--- src/rtl/avalon_gpio_debounce_if.sv ---
// Avalon-MM slave bus bundle for the debounced GPIO peripheral (32-bit data, 3-bit word address).
// Handshake: read/write are single-cycle strobes with no waitrequest, so every access completes
// in the cycle it is presented; readdata is valid exactly one cycle after a read strobe.
interface avalon_gpio_debounce_if;
  logic [2:0]  address;
  logic        read;
  logic        write;
  logic [3:0]  byteenable;
  logic [31:0] writedata;
  logic [31:0] readdata;

  modport master (
    output address, read, write, byteenable, writedata,
    input  readdata
  );

  modport slave (
    input  address, read, write, byteenable, writedata,
    output readdata
  );
endinterface

--- src/rtl/avalon_gpio_debounce.sv ---
// Avalon-MM GPIO: per-channel synchroniser + debouncer, output data/enable registers,
// enable-gated rise/fall edge capture with write-1-to-clear, and a registered level IRQ.
module avalon_gpio_debounce #(
  parameter int WIDTH           = 32,
  parameter int SYNC_STAGES     = 2,
  parameter int DEBOUNCE_CYCLES = 250000
) (
  input  logic                   clk,
  input  logic                   reset_n,
  avalon_gpio_debounce_if.slave  bus,
  output logic                   irq,
  input  logic [WIDTH-1:0]       pad_in,
  output logic [WIDTH-1:0]       pad_out,
  output logic [WIDTH-1:0]       pad_oe
);

  localparam int CW = (DEBOUNCE_CYCLES > 0) ? $clog2(DEBOUNCE_CYCLES + 1) : 1;

  localparam logic [2:0] A_DATA_IN  = 3'd0;
  localparam logic [2:0] A_DATA_OUT = 3'd1;
  localparam logic [2:0] A_DIR      = 3'd2;
  localparam logic [2:0] A_IRQ_MASK = 3'd3;
  localparam logic [2:0] A_EDGE_CAP = 3'd4;
  localparam logic [2:0] A_RISE_EN  = 3'd5;
  localparam logic [2:0] A_FALL_EN  = 3'd6;

  logic [WIDTH-1:0] r_sync [SYNC_STAGES];
  logic [WIDTH-1:0] w_sync;
  logic [WIDTH-1:0] w_take;
  logic [WIDTH-1:0] r_stable;
  logic [WIDTH-1:0] r_stable_d;
  logic [WIDTH-1:0] r_data_out;
  logic [WIDTH-1:0] r_dir;
  logic [WIDTH-1:0] r_irq_mask;
  logic [WIDTH-1:0] r_edge_cap;
  logic [WIDTH-1:0] r_rise_en;
  logic [WIDTH-1:0] r_fall_en;
  logic [WIDTH-1:0] w_set;
  logic [WIDTH-1:0] w_clr;
  logic [31:0]      w_be_mask;
  logic [31:0]      w_wmasked;
  logic [31:0]      w_rd_word;
  logic [31:0]      r_readdata;
  logic             r_irq;

  always_ff @(posedge clk or negedge reset_n) begin
    if (!reset_n) begin
      for (int k = 0; k < SYNC_STAGES; k++) r_sync[k] <= '0;
    end else begin
      r_sync[0] <= pad_in;
      for (int k = 1; k < SYNC_STAGES; k++) r_sync[k] <= r_sync[k-1];
    end
  end

  assign w_sync = r_sync[SYNC_STAGES-1];

  // w_take marks channels whose synchronised level has been held long enough to be accepted.
  generate
    if (DEBOUNCE_CYCLES == 0) begin : g_bypass
      assign w_take = '1;
    end else begin : g_debounce
      localparam logic [CW-1:0] LAST = CW'(DEBOUNCE_CYCLES - 1);
      for (genvar i = 0; i < WIDTH; i++) begin : g_ch
        logic [CW-1:0] r_cnt;
        logic          w_diff;
        assign w_diff    = w_sync[i] ^ r_stable[i];
        assign w_take[i] = w_diff && (r_cnt == LAST);
        always_ff @(posedge clk or negedge reset_n) begin
          if (!reset_n)                      r_cnt <= '0;
          else if (!w_diff || r_cnt == LAST) r_cnt <= '0;
          else                               r_cnt <= r_cnt + 1'b1;
        end
      end
    end
  endgenerate

  always_ff @(posedge clk or negedge reset_n) begin
    if (!reset_n) begin
      r_stable   <= '0;
      r_stable_d <= '0;
    end else begin
      r_stable   <= (w_take & w_sync) | (~w_take & r_stable);
      r_stable_d <= r_stable;
    end
  end

  assign w_set = (r_stable & ~r_stable_d & r_rise_en) | (~r_stable & r_stable_d & r_fall_en);

  assign w_be_mask = {{8{bus.byteenable[3]}}, {8{bus.byteenable[2]}},
                      {8{bus.byteenable[1]}}, {8{bus.byteenable[0]}}};
  assign w_wmasked = bus.writedata & w_be_mask;
  assign w_clr     = (bus.write && bus.address == A_EDGE_CAP) ? w_wmasked[WIDTH-1:0] : '0;

  function automatic logic [WIDTH-1:0] lane_merge(input logic [WIDTH-1:0] old_v,
                                                   input logic [31:0]      wd_m,
                                                   input logic [31:0]      mask);
    logic [31:0] m32;
    m32 = (32'(old_v) & ~mask) | wd_m;
    return m32[WIDTH-1:0];
  endfunction

  always_ff @(posedge clk or negedge reset_n) begin
    if (!reset_n) begin
      r_data_out <= '0;
      r_dir      <= '0;
      r_irq_mask <= '0;
      r_rise_en  <= '0;
      r_fall_en  <= '0;
    end else if (bus.write) begin
      case (bus.address)
        A_DATA_OUT: r_data_out <= lane_merge(r_data_out, w_wmasked, w_be_mask);
        A_DIR:      r_dir      <= lane_merge(r_dir,      w_wmasked, w_be_mask);
        A_IRQ_MASK: r_irq_mask <= lane_merge(r_irq_mask, w_wmasked, w_be_mask);
        A_RISE_EN:  r_rise_en  <= lane_merge(r_rise_en,  w_wmasked, w_be_mask);
        A_FALL_EN:  r_fall_en  <= lane_merge(r_fall_en,  w_wmasked, w_be_mask);
        default: ;
      endcase
    end
  end

  // A new capture takes priority over a simultaneous write-1-to-clear on the same bit.
  always_ff @(posedge clk or negedge reset_n) begin
    if (!reset_n) begin
      r_edge_cap <= '0;
      r_irq      <= 1'b0;
    end else begin
      r_edge_cap <= (r_edge_cap & ~w_clr) | w_set;
      r_irq      <= |(r_edge_cap & r_irq_mask);
    end
  end

  always_comb begin
    w_rd_word = '0;
    case (bus.address)
      A_DATA_IN:  w_rd_word = 32'(r_stable);
      A_DATA_OUT: w_rd_word = 32'(r_data_out);
      A_DIR:      w_rd_word = 32'(r_dir);
      A_IRQ_MASK: w_rd_word = 32'(r_irq_mask);
      A_EDGE_CAP: w_rd_word = 32'(r_edge_cap);
      A_RISE_EN:  w_rd_word = 32'(r_rise_en);
      A_FALL_EN:  w_rd_word = 32'(r_fall_en);
      default:    w_rd_word = '0;
    endcase
  end

  always_ff @(posedge clk or negedge reset_n) begin
    if (!reset_n)      r_readdata <= '0;
    else if (bus.read) r_readdata <= w_rd_word;
    else               r_readdata <= '0;
  end

  assign bus.readdata = r_readdata;
  assign irq          = r_irq;
  assign pad_out      = r_data_out;
  assign pad_oe       = r_dir;

endmodule

--- src/flat_wrapper.sv ---
// flat-port wrapper written by rule: the top's interface ports become plain ports
module avalon_gpio_debounce_flat 
#(
  parameter int WIDTH           = 32,
  parameter int SYNC_STAGES     = 2,
  parameter int DEBOUNCE_CYCLES = 250000
)
  (clk, reset_n, irq, pad_in, pad_out, pad_oe, bus_address, bus_read, bus_write, bus_byteenable, bus_writedata, bus_readdata);
  avalon_gpio_debounce_if bus_i ();
  input  logic clk;
  input  logic reset_n;
  output logic irq;
  input  logic [WIDTH-1:0] pad_in;
  output logic [WIDTH-1:0] pad_out;
  output logic [WIDTH-1:0] pad_oe;
  input wire logic [$bits(bus_i.address)-1:0] bus_address;
  input wire logic [$bits(bus_i.read)-1:0] bus_read;
  input wire logic [$bits(bus_i.write)-1:0] bus_write;
  input wire logic [$bits(bus_i.byteenable)-1:0] bus_byteenable;
  input wire logic [$bits(bus_i.writedata)-1:0] bus_writedata;
  output wire logic [$bits(bus_i.readdata)-1:0] bus_readdata;
  assign bus_i.address = bus_address;
  assign bus_i.read = bus_read;
  assign bus_i.write = bus_write;
  assign bus_i.byteenable = bus_byteenable;
  assign bus_i.writedata = bus_writedata;
  assign bus_readdata = bus_i.readdata;
  avalon_gpio_debounce #(.WIDTH(WIDTH), .SYNC_STAGES(SYNC_STAGES), .DEBOUNCE_CYCLES(DEBOUNCE_CYCLES)) u_core (.clk(clk), .reset_n(reset_n), .bus(bus_i), .irq(irq), .pad_in(pad_in), .pad_out(pad_out), .pad_oe(pad_oe));
endmodule
--- config.mk ---
export PLATFORM = sky130hd
export DESIGN_NAME = avalon_gpio_debounce_flat
export DESIGN_NICKNAME = d
export VERILOG_FILES = /design/src/rtl/avalon_gpio_debounce_if.sv /design/src/rtl/avalon_gpio_debounce.sv /design/src/flat_wrapper.sv
export SDC_FILE = /design/constraint.sdc
export NUM_CORES = 2
export LEC_CHECK = 0
export ABC_AREA = 1
export ABC_CLOCK_PERIOD_IN_PS = 4600
export BUFFER_PORTS_ARGS = -buffer_cell sky130_fd_sc_hd__buf_2
export CAP_MARGIN = 20
export CORE_UTILIZATION = 67
export DETAILED_ROUTE_END_ITERATION = 10
export PLACE_DENSITY = 0.95
export SYNTH_ARGS = -nofsm -noshare
export SYNTH_HDL_FRONTEND = slang
export SYNTH_SLANG_ARGS = --single-unit
--- constraint.sdc ---
create_clock -name clk -period 4.6 [get_ports clk]
set_clock_uncertainty 0.05 [all_clocks]
set_input_delay 0.46 -clock clk [delete_from_list [all_inputs] [get_ports clk]]
set_output_delay 0.46 -clock clk [all_outputs]
set_load 0.02 [all_outputs]
; ---- Yosys cells after proc, flatten, opt, wreduce, memory -nomap -nowiden
; Index checks and enable logic that the tools add are counted.
; Widths: inputs -> output; s select.
[classes]
addsub = 32
n_mul = 0
n_div = 0
magnitude_cmp = 0
eq_ne = 38
shift = 0
n_mux = 35
bitwise_logic = 59
reduce_logical = 104
[op_table]
columns = operator, n
row1 = $add 18x1->18 const B, 32
row2 = $eq 18x18->1 const B, 32
row3 = $mux 18, 32
row4 = $and 32x32->32, 14
row5 = $or 32x32->32, 8
row6 = $pmux 32 s7, 1
row7 = $not 32->32, 5
row8 = $mux 32, 2
row9 = $logic_and 1x1->1, 33
row10 = $logic_not 1->1, 32
row11 = $logic_or 1x1->1, 32
row12 = $reduce_or 32->1, 1
row13 = $xor 1x1->1, 32
row14 = $reduce_and 2->1, 5
row15 = $eq 3x3->1 const B, 3
row16 = $eq 3x2->1 const B, 2
row17 = $eq 3x1->1 const B, 1
row18 = $logic_not 3->1, 1
[word_totals]
ff_bits = 929
latchBits = 0
mem_bits_rw = 0
mem_bits_ro = 0
input_bits = 75
out_inout_bits = 97
wordCells = 312
n_memories = 0

; ---- Logic depth before layout (Yosys ltp)
[depth]
word_depth = 6
mapped_depth = 9
mapped_depth_nobuf = 9

; ---- Worst setup path after synthesis
; No wires, ideal clock.
[synth_timing]
path_type = flip-flop to flip-flop
start = register u_core.g_debounce.g_ch[10].r_cnt[0]
end = register u_core.g_debounce.g_ch[10].r_cnt[13]
setup_ps = 120
t_arrival_ps = 1510
required_ps = 4430
slack_ps = 2920
stages_incl_launch_ff = 8
path_buffers = 1
period_less_slack_ps = 1680
path_cell_list = dfrtp_1 > ha_1 > nand2_1 > nor2_1 > nand3_1 > nand2_1 > buf_2 > nor2_1
[synth_between]
elab_chain_len = 3
elab_cells_between_ends = 4
classes_between = add/sub (1) / eq/ne (1) / mux (1) / reduce/logical (1)
[synth_rtl]
columns = element, line_no
row1 = "start, declared", avalon_gpio_debounce.sv:64  ; logic [CW-1:0] r_cnt;
row2 = "start signal, assigned", avalon_gpio_debounce.sv:71  ; else r_cnt <= r_cnt + 1'b1;
row3 = branches (longest 2 deep; another with $add 18x1->18), n/a
row4 = $mux 18 (*), avalon_gpio_debounce.sv:70  ; else if (!w_diff || r_cnt == LAST) r_cnt <= '0;
; Mark *: on every way between the ends.
; A chain may end at the register's enable or synchronous reset.

==> flow_summary.json <==
{
  "yosysWarningCount": 0,
  "post_drt_via_cell_ratio": 5.697,
  "crit_top_cell": "sky130_fd_sc_hd__nand2_1",
  "powerDensity_nw_per_um2": 365.5,
  "grt_pass1_wl_um": 195300,
  "overall_die_height_um": 264.9,
  "finalWorstPathRequiredPeriod_ns": 2.278,
  "post_synth_instance_area_um2": 46300,
  "crit_family": "simple AND/OR/NAND/NOR gates",
  "static-leakage-power_nw": 23.01,
  "detail_route.iter0.violations": 4556,
  "rsz0062_at_grt": "no",
  "synth_top_area_cells": "sky130_fd_sc_hd__dfrtp_1 (50%), sky130_fd_sc_hd__nand2_1 (13%), sky130_fd_sc_hd__nor2_1 (11%), sky130_fd_sc_hd__xor2_1 (5.9%), sky130_fd_sc_hd__nand3_1 (5.1%)",
  "grtUsageTotal_pct": 34.18,
  "drc": 0,
  "critPathLaunchType": "input pin",
  "status": "finished, final reports clean",
  "synth_enable_flop_cells": 0,
  "final.period_utilization_pct": 49.53,
  "timing.final.ws_setup_ns": 2.322,
  "port-buffer-count": 171,
  "vias_in_the_first_global_route": 40280,
  "dpl_worst_slack_ns": 1.879,
  "worstMarginPinSlew_ns": 1.142,
  "worst_voltage_drop_across_the_vdd_grid_mv": 0.3540,
  "final_layout_size_suffix_gt1_share_pct": 5.975,
  "area.sequential_um2": 23250,
  "ctsResizeCount": 0,
  "regToRegStartpoint": "u_core.g_debounce.g_ch[10].r_cnt[0]",
  "worst-endpoint-required_ns": 5.07,
  "critPathMaxStageDelay_ns": 0.41,
  "timing.reg2reg.worst_path_depth": 6,
  "yosysTopAreaCell": "sky130_fd_sc_hd__dfrtp_1",
  "timing.max_cap.violations": 0,
  "postRouteWirelength_um": 118800,
  "timing.critical_path.cells": "buf_2 -> inv_2 -> nor2_4 -> nand2_2 -> nor2_2 -> nand2_1 -> nand2_1 -> o21ai_1",
  "hold_crit_depth": 3,
  "layout-area-overhead-vs-synth_pct": 12.10,
  "synth.top_cell.area_share_pct": 50.21,
  "nNetsFinal": 6390,
  "cts_inserted_buffers": 93,
  "worst_r2r_endpoint": "u_core.g_debounce.g_ch[10].r_cnt[4]",
  "clock-root-buffer": "sky130_fd_sc_hd__clkbuf_16",
  "clock-sinks": 929,
  "avgSynthCellArea_um2": 7.663,
  "asyncSetResetFlopFracSynth_pct": 100.0,
  "worst_ep_arrival_time_ns": 2.75,
  "critPathCaptureType": "register",
  "ys.flop_type": "sky130_fd_sc_hd__dfrtp_1",
  "start_util_pct": 67.62,
  "count_leader_synth": "sky130_fd_sc_hd__nand2_1",
  "final_hold_viol_count": 0,
  "insertion_delay_ns": 0.67,
  "core-area_um2": 68470,
  "fillCellCount": 4617,
  "setup.reg_to_reg.worst_slack_ns": 2.39,
  "die_width_um": 264.9,
  "slew_violations": 0,
  "hold_path.class": "input pin to register",
  "rows": 96,
  "dieArea_um2": 70160,
  "detail-route-antenna-nets": 0,
  "yosys.cell_types.count": 29,
  "grt_start_max_net_pins": 107,
  "setup-violations-final": 0,
  "multiInputGateArea_um2": 20310,
  "synth-seq-cells": 929,
  "cts.reportedPaths.clkPinSlew_ns": 0.07,
  "clk_path_buf_depth": 3,
  "num_vias": 41280,
  "maxSlewHeadroom_pct": 23.61,
  "min-delay-start": "bus_writedata[31]",
  "detailedRoute.firstPassIterationCount": 9,
  "cts_tree": "yes",
  "grt.overflow.total": 0,
  "timing.setup.critical_path_class": "input pin to register",
  "cts_htree_levels": 3,
  "grt_antenna_before_repair": 11,
  "critical-path-slowest-cell": "sky130_fd_sc_hd__nand2_2",
  "yosys-top-cells-count": "sky130_fd_sc_hd__nand2_1 (1565), sky130_fd_sc_hd__nor2_1 (1370), sky130_fd_sc_hd__dfrtp_1 (929)",
  "seq_area_frac_synth_pct": 50.21,
  "io-pin-count": 172,
  "synth.net_count": 6149,
  "max_freq_ghz": 0.4389,
  "stdcell_count": 7246,
  "worstPathMaxFanout": 16,
  "average_wire_length_per_cell_after_detail_routing_um": 16.39,
  "critPathBufInv": 2,
  "gpl.final_weighted_congestion": 0.9592,
  "dpl.hpwl_um": 80100,
  "post_synthesis_instance_total": 6042,
  "fin_setup_tns_ns": 0,
  "numPlacedInstances": 7037
}
[layer usage]
layer	track usage (%)	up-vias	part of all wire, %	wire length [um]
met4	15.67	14	4.9	5762
met2	55.08	1943	46	54660
li1	-	19410	-	-
met1	43.40	19440	39	46490
met3	8.983	477	9.9	11790
met5	0	-	0.067	80
[what timing repair did]
item                       4_1_cts  5_1_grt
hold buffers                    33        0
setup endpoints to repair        0        0
setup buffers                    0        0
hold endpoints to repair       121        0
[report_power, final]
group | switching [mW] | internal (mW) | leakage [nW]
clock network | 3.38 | 4.88 | 1.63
logic | 1.13 | 0.481 | 8.92
registers | 0.466 | 8.64 | 12.5
total | 4.97 | 14.0 | 23.0
[metrics by stage]
| stage | total power [mW] | utilization [%] | cell area (um2) | hold slack, ns |
|---|---|---|---|---|
| final | 18.97 | 75.81 | 51900 | 0.1261 |
| after global routing | 19.55 | 75.80 | 51890 | 0.1181 |
| after CTS | 18.98 | 75.79 | 51890 | 0.08971 |
| after detailed placement | 10.74 | 70.42 | 48210 | 0.2847 |
| after global placement | 10.65 | 70.42 | 48210 | 0.2824 |
| after floorplan | 9.935 | - | 46300 | 0.1144 |
[worst max-delay path by stage]
stage,cells after the start,to,startpoint
6_report,8,register,bus_address[0]
5_1_grt,6,u_core.g_debounce.g_ch[22].r_cnt[17],u_core.g_debounce.g_ch[22].r_cnt[0]
4_1_cts,6,u_core.g_debounce.g_ch[10].r_cnt[11],u_core.g_debounce.g_ch[10].r_cnt[0]
3_5_place_dp,8,register,bus_address[0]
3_3_place_gp,8,register,bus_address[0]
2_1_floorplan,7,u_core.g_debounce.g_ch[10].r_cnt[13],u_core.g_debounce.g_ch[10].r_cnt[0]
[tightest hold or removal path: cells and delay by family]
kind,cells,cell delay [ns]
buf+inv,2,0.19
compound gates,1,0.15
[layout by cell type (no fill, tap or decap), drive strengths merged, types with 15 or more instances in the layout]
master,n
nand2,1567
nor2,1376
clkbuf,119
xnor2,32
o21bai,66
bufinv,15
dlygate4sd3,33
clkinv,21
inv,635
xor2,312
nand3,474
dfrtp,929
ha,32
and2,31
a21oi,33
nand4,119
buf,199
o21ai,297
nor3,37
a31oi,20
[layout make-up]
cell class / count / area share (%)
Timing Repair Buffer: 232 / 2.931
Tap cell: 882 / 2.126
Multi-Input combinational cell: 4400 / 39.14
Clock inverter: 53 / 1.451
Sequential cell: 929 / 44.79
Antenna cell: 4 / 0.01929
Inverter: 627 / 4.539
Clock buffer: 119 / 5.000
[logic make-up (layout without fill, tap and decap cells)]
| family | count (synthesis) | after routing | share of synthesized area, % |
|---|---|---|---|
| fa+ha+maj | 32 | 32 | 0.8648 |
| flops | 929 | 929 | 50.21 |
| xor+xnor | 344 | 344 | 6.508 |
| other cells | 0 | 4 | 0 |
| compound gates | 418 | 418 | 4.940 |
| simple gates | 3606 | 3606 | 31.53 |
| buf+inv | 713 | 1031 | 5.948 |
No activity file was read; power rests on OpenSTA's default activity.
